**config.mk**
```make
export PLATFORM = sky130hd
export DESIGN_NAME = text_ram_write_arbiter_flat
export DESIGN_NICKNAME = d
export VERILOG_FILES = /design/src/rtl/text_ram_write_arbiter_if.sv /design/src/rtl/text_ram_write_arbiter.sv /design/src/flat_wrapper.sv
export SDC_FILE = /design/constraint.sdc
export NUM_CORES = 1
export LEC_CHECK = 0
export CORE_MARGIN = 3
export CORE_UTILIZATION = 32
export CTS_CLUSTER_SIZE = 28
export DETAILED_ROUTE_END_ITERATION = 8
export SYNTH_ARGS = -nofsm -noshare
export SYNTH_HDL_FRONTEND = slang
export SYNTH_SLANG_ARGS = --single-unit
export TNS_END_PERCENT = 20
```
**constraint.sdc**
```tcl
create_clock -name clk -period 3.47 [get_ports clk]
set_clock_uncertainty 0.1 [all_clocks]
set_input_delay 0.694 -clock clk [delete_from_list [all_inputs] [get_ports clk]]
set_output_delay 0.694 -clock clk [all_outputs]
set_load 0.01 [all_outputs]
```
**src/rtl/text_ram_write_arbiter_if.sv**
```systemverilog
// Requester-side write bus for the text RAM arbiter: per-requester level
// requests with packed address/data, and the one-hot grant returned to them.
interface text_ram_write_arbiter_if #(
  parameter int unsigned NREQ   = 3,
  parameter int unsigned ADDR_W = 12,
  parameter int unsigned DATA_W = 8
);
  logic [NREQ-1:0]        req;
  logic [NREQ*ADDR_W-1:0] req_addr;
  logic [NREQ*DATA_W-1:0] req_data;
  logic [NREQ-1:0]        gnt;

  modport master (output req, output req_addr, output req_data, input gnt);
  modport slave  (input req, input req_addr, input req_data, output gnt);
endinterface

```
**src/rtl/text_ram_write_arbiter.sv**
```systemverilog
// Single-owner write port for the 70x30 text RAM: round-robin arbitration
// among NREQ requesters plus a zero-fill clear sequencer.
module text_ram_write_arbiter #(
  parameter int unsigned NREQ         = 3,
  parameter int unsigned ADDR_W       = 12,
  parameter int unsigned DATA_W       = 8,
  parameter int unsigned SCREEN_CELLS = 2100
) (
  input  logic                      clk,
  input  logic                      reset_n,
  text_ram_write_arbiter_if.slave   wr,
  input  logic                      clr_start,
  output logic                      clr_busy,
  output logic                      clr_done,
  output logic [ADDR_W-1:0]         ram_addr,
  output logic [DATA_W-1:0]         ram_data,
  output logic                      ram_wren,
  output logic                      err_oob
);

  localparam int unsigned PTR_W = (NREQ > 1) ? $clog2(NREQ) : 1;
  localparam logic [ADDR_W-1:0] LAST_CELL = ADDR_W'(SCREEN_CELLS - 1);
  localparam logic [ADDR_W-1:0] N_CELLS   = ADDR_W'(SCREEN_CELLS);
  localparam logic [PTR_W-1:0]  LAST_REQ  = PTR_W'(NREQ - 1);

  typedef enum logic [0:0] {ST_ARB, ST_CLEAR} state_e;

  state_e              state_q, state_d;
  logic [PTR_W-1:0]    rr_q, rr_d;
  logic [ADDR_W-1:0]   cnt_q, cnt_d;
  logic [NREQ-1:0]     gnt_q, gnt_d;
  logic [ADDR_W-1:0]   addr_q, addr_d;
  logic [DATA_W-1:0]   data_q, data_d;
  logic                wren_q, wren_d;
  logic                busy_q, busy_d;
  logic                done_q, done_d;
  logic                oob_q, oob_d;

  logic [NREQ-1:0]     eligible;
  logic [ADDR_W-1:0]   addr_arr [NREQ];
  logic [DATA_W-1:0]   data_arr [NREQ];
  logic [PTR_W-1:0]    win, idx;
  logic                found, arb_en;
  int unsigned         sum;

  always_ff @(posedge clk) begin
    if (!reset_n) begin
      state_q <= ST_ARB;
      rr_q    <= '0;
      cnt_q   <= '0;
      gnt_q   <= '0;
      addr_q  <= '0;
      data_q  <= '0;
      wren_q  <= 1'b0;
      busy_q  <= 1'b0;
      done_q  <= 1'b0;
      oob_q   <= 1'b0;
    end else begin
      state_q <= state_d;
      rr_q    <= rr_d;
      cnt_q   <= cnt_d;
      gnt_q   <= gnt_d;
      addr_q  <= addr_d;
      data_q  <= data_d;
      wren_q  <= wren_d;
      busy_q  <= busy_d;
      done_q  <= done_d;
      oob_q   <= oob_d;
    end
  end

  // Round-robin pick; a requester granted last cycle is masked so a req drop on gnt is safe
  always_comb begin
    eligible = wr.req & ~gnt_q;
    found    = 1'b0;
    win      = '0;
    idx      = '0;
    sum      = 0;
    for (int i = 0; i < NREQ; i++) begin
      addr_arr[i] = wr.req_addr[i*ADDR_W +: ADDR_W];
      data_arr[i] = wr.req_data[i*DATA_W +: DATA_W];
    end
    for (int unsigned k = 0; k < NREQ; k++) begin
      sum = 32'(rr_q) + k;
      idx = PTR_W'(sum % NREQ);
      if (!found && eligible[idx]) begin
        found = 1'b1;
        win   = idx;
      end
    end
  end

  always_comb begin
    state_d = state_q;
    rr_d    = rr_q;
    cnt_d   = cnt_q;
    gnt_d   = '0;
    addr_d  = addr_q;
    data_d  = data_q;
    wren_d  = 1'b0;
    busy_d  = 1'b0;
    done_d  = 1'b0;
    oob_d   = 1'b0;
    arb_en  = 1'b0;

    case (state_q)
      ST_ARB: begin
        if (clr_start) begin
          state_d = ST_CLEAR;
          cnt_d   = '0;
          addr_d  = '0;
          data_d  = '0;
          wren_d  = 1'b1;
          busy_d  = 1'b1;
        end else begin
          arb_en = 1'b1;
        end
      end
      ST_CLEAR: begin
        // cnt_q is the cell being written this cycle; clr_start is ignored here
        if (cnt_q == LAST_CELL) begin
          state_d = ST_ARB;
          done_d  = 1'b1;
          arb_en  = 1'b1;
        end else begin
          cnt_d  = cnt_q + ADDR_W'(1);
          addr_d = cnt_q + ADDR_W'(1);
          data_d = '0;
          wren_d = 1'b1;
          busy_d = 1'b1;
        end
      end
      default: state_d = ST_ARB;
    endcase

    if (arb_en && found) begin
      gnt_d[win] = 1'b1;
      addr_d     = addr_arr[win];
      data_d     = data_arr[win];
      oob_d      = (addr_arr[win] >= N_CELLS);
      wren_d     = (addr_arr[win] < N_CELLS);
      rr_d       = (win == LAST_REQ) ? '0 : win + PTR_W'(1);
    end
  end

  assign wr.gnt   = gnt_q;
  assign ram_addr = addr_q;
  assign ram_data = data_q;
  assign ram_wren = wren_q;
  assign clr_busy = busy_q;
  assign clr_done = done_q;
  assign err_oob  = oob_q;

endmodule

```
**src/flat_wrapper.sv**
```systemverilog
// flat-port wrapper written by rule: the top's interface ports become plain ports
module text_ram_write_arbiter_flat 
#(
  parameter int unsigned NREQ         = 3,
  parameter int unsigned ADDR_W       = 12,
  parameter int unsigned DATA_W       = 8,
  parameter int unsigned SCREEN_CELLS = 2100
)
  (clk, reset_n, clr_start, clr_busy, clr_done, ram_addr, ram_data, ram_wren, err_oob, wr_req, wr_req_addr, wr_req_data, wr_gnt);
  text_ram_write_arbiter_if #(.NREQ(NREQ), .ADDR_W(ADDR_W), .DATA_W(DATA_W)) wr_i ();
  input  logic clk;
  input  logic reset_n;
  input  logic clr_start;
  output logic clr_busy;
  output logic clr_done;
  output logic [ADDR_W-1:0] ram_addr;
  output logic [DATA_W-1:0] ram_data;
  output logic ram_wren;
  output logic err_oob;
  input wire logic [$bits(wr_i.req)-1:0] wr_req;
  input wire logic [$bits(wr_i.req_addr)-1:0] wr_req_addr;
  input wire logic [$bits(wr_i.req_data)-1:0] wr_req_data;
  output wire logic [$bits(wr_i.gnt)-1:0] wr_gnt;
  assign wr_i.req = wr_req;
  assign wr_i.req_addr = wr_req_addr;
  assign wr_i.req_data = wr_req_data;
  assign wr_gnt = wr_i.gnt;
  text_ram_write_arbiter #(.NREQ(NREQ), .ADDR_W(ADDR_W), .DATA_W(DATA_W), .SCREEN_CELLS(SCREEN_CELLS)) u_core (.clk(clk), .reset_n(reset_n), .wr(wr_i), .clr_start(clr_start), .clr_busy(clr_busy), .clr_done(clr_done), .ram_addr(ram_addr), .ram_data(ram_data), .ram_wren(ram_wren), .err_oob(err_oob));
endmodule
```
==> impl_metrics.csv <==
group,metric,value,unit
global_routing,grt_pass1_wl,12400,um
global_routing,track_usage,17.6,%
worst_hold_path,holdPathStages,1,
layout,fillers,727,
synthesis,yosysSeqAreaShare,33.1,%
placement,place_ws,-0.0513,ns
synthesis,synth_flop_cell,"dfxtp_1",
die,io_pins,93,
pwr,power.density,390,mW/mm^2
cts,clk_latency,0.30,ns
cts,cts_hold_buf,0,
routing,vias_per_cell,5.16,
timing,grt_setup_unrepaired,"false",
timing,worst_pin_slew,0.552,ns
synthesis,netlist_top_cells_area,"dfxtp_1 (33%), mux2i_1 (9.3%), o21ai_0 (5.0%)",
timing,setup_viol,0,
layout,diodes,0,
cts,post-cts-setup-buffers,0,
layout,layout_commonest_cell,"clkdlybuf4s50_1",
synthesis,yosys.area.top_type,"dfxtp_1",
setup_path,critPathKind,"in2reg",
setup_path,cp.arrival,3.32,ns
global_routing,overflow,0,
setup_path,cp.depth,9,
cts,clk_pin_slew,0.08,ns
setup_path,endpoint_kind,"flop",
placement,dp_hpwl,6010,um
layout,finalNetCount,467,
synthesis,syn_inst,300,
synthesis,synth_cell_type_count,53,
synthesis,mappedNetlistArea,0.00248,mm^2
timing,timing.hold.ws,0.384,ns
timing,final-hold-violation-count,0,
cts,cts-root-buf,"clkbuf_8",
layout,syn_to_final_growth,46.9,%
layout,fin_area,0.00365,mm^2
routing,wire_per_inst,15.4,um
synthesis,ys_ff_latch,41,
pwr,power.leakage,1.39,nW
job,maxCapViolations,0,
worst_hold_path,hold_class,"reg2reg",
cts,htreeDepth,2,
setup_path,crit_buf_inv,3,
timing,fin_ws,0.238,ns
global_routing,antenna_found_initial,0,
setup_path,r2r_setup_slack,0.35,ns
timing,slew_headroom,63.1,%
setup_path,rr_worst_depth,10,
global_routing,grt_pass1_vias,2472,
die,initial_core_util,33.7,%
setup_path,crit_path_frequent_cell,"buf_4",
routing,antenna_left,0,
synthesis,yosysWarnings,0,
pwr,vdd_drop_max,0.132,mV
setup_path,cp_slowest_cell,"clkdlybuf4s50_1",
setup_path,crit_required,3.56,ns
cts,tritoncts,"built",
pwr,power.total,1.42,mW
layout,fin_util,49.5,%
routing,remaining_drc_errors,0,
synthesis,synthArstFlopShare,0,%
die,rows,31,
layout,fin_cells,497,
synthesis,syn_nets,370,
timing,period_minus_slack,3.23,ns
timing,timing.final.crit_share,93.1,%
die,die_w,94.1,um
layout,layout_common_cells,"clkdlybuf4s50_1 (92), dfxtp_1 (41), nand2_1 (32)",
timing,timing.fmax,309,MHz
run_status,outcome,"complete, no violations",
setup_path,crit_path_start_kind,"primary input",
timing,drv_slew,0,
die,core-area,0.00737,mm^2
routing,drtIter0Drc,151,
setup_path,slowest_delay,0.46,ns
synthesis,synth.avg_cell_area,8.27,um^2
placement,placed_area,0.00355,mm^2
layout,drive_above_1_share,9.30,%
cts,clock-sinks,41,
die,die_area,0.00885,mm^2
setup_path,worstPathCellList,"clkdlybuf4s50_1 > nor4bb_1 > nor4_2 > a22o_1 > buf_4 > buf_4 > o21ai_0 > o41a_1 > and2_1",
setup_path,worstPathMaxFanout,17,
synthesis,synth_edf_count,0,
cts,ctsLongestPathBuffers,2,
timing,setup_tns,0,ns
routing,drt_first_pass_iters,5,
synthesis,synth_top_area_share,33.1,%
placement,io_buffers,92,
placement,gp_congestion,0.819,
routing,vias,2564,
setup_path,timing.critical_path.max_delay_family,"compound AO/OA/AOI/OAI gates",
routing,routed_wl,7660,um
die,die_h,94.1,um
global_routing,grt_max_degree,28,
cts,cts_buffers,5,
placement,dp_cells,489,
worst reg2reg max path: stages, from the launching register on:
cell and delay [ns]:
dfxtp_1 0.37, inv_1 0.07, ha_1 0.30, nor4bb_1 0.19, nor4_2 0.43, a22o_1 0.32
buf_4 0.23, buf_4 0.22, o21ai_0 0.16, o41a_1 0.46, and2_1 0.16
area by class of cell:
type                    instances  area, um^2  share of cell area (%)
multi-input cells             234        1540                    42.2
flip-flops and latches         41         821                    22.5
inverters                       7        26.3                   0.721
well taps                      99         124                    3.40
clock buffers                   6        82.6                    2.26
clock inverters                 2        13.8                   0.377
repair buffers                108        1040                    28.6
power by group:
| part | leakage (nW) | internal, mW | switching (mW) | total, mW |
|---|---|---|---|---|
| combinational | 1.01 | 0.295 | 0.266 | 0.561 |
| clock | 0.0512 | 0.161 | 0.176 | 0.337 |
| sequential | 0.334 | 0.500 | 0.0221 | 0.522 |
path summary, 6_finish.rpt:
check                startpoint                 end
min          u_core.ram_data[3]  u_core.ram_data[3]
min reg2reg  u_core.ram_data[3]  u_core.ram_data[3]
max reg2reg      u_core.rr_q[1]      u_core.err_oob
max                   wr_req[1]      u_core.err_oob
routing by layer:
layer / part of all wire (%) / vias up / global-route usage, %
li1: - / 1291 / -
met1: 44 / 1171 / 23.2
met2: 47 / 92 / 28.7
met3: 7.7 / 10 / 4.41
met4: 1.6 / 0 / 4.45
met5: 0 / - / 0
logic make-up (layout without fill, tap and decap cells):
group / count (synthesis) / count (layout) / synth area share [%]
buf+inv: 25 / 123 / 4.99
mux: 23 / 23 / 9.27
fa+ha+maj: 4 / 4 / 2.02
simple gates: 112 / 112 / 24.1
compound gates: 85 / 85 / 23.0
xor+xnor: 10 / 10 / 3.53
flops: 41 / 41 / 33.1
Yosys cell counts, types with 2 or more instances:
library cell  instances
mux2i_1              23
nor2_1               23
o22ai_1               2
o32ai_1               3
buf_2                 3
nand2b_1              5
xor2_1                3
a222oi_1              2
nor3b_1               3
or3_1                 3
buf_6                 3
a22o_1                9
dfxtp_1              41
and2_1                5
clkbuf_1             10
o211ai_1              7
o21ai_0              25
a31oi_1               3
nand2_1              32
or2_2                 3
a21oi_1              18
nand3_1              10
o21a_1                2
inv_2                 2
inv_1                 5
ha_1                  4
a22oi_1               4
nor2b_1               3
nor3_1                4
and3_1                9
xnor2_1               7
nor4bb_1              3
timing repair:
action,in CTS,in global routing
setup endpoints to repair,0,1
resized for setup,0,0
endpoints found under the hold margin,0,0
flip-flops by register name, indices dropped and copies added, names as in the netlist, 2 cells and up:
name             cells
u_core.wr.gnt        3
u_core.rr_q          2
u_core.ram_addr     12
u_core.ram_data      8
u_core.cnt_q        12
(Power assumes the default switching activity.)
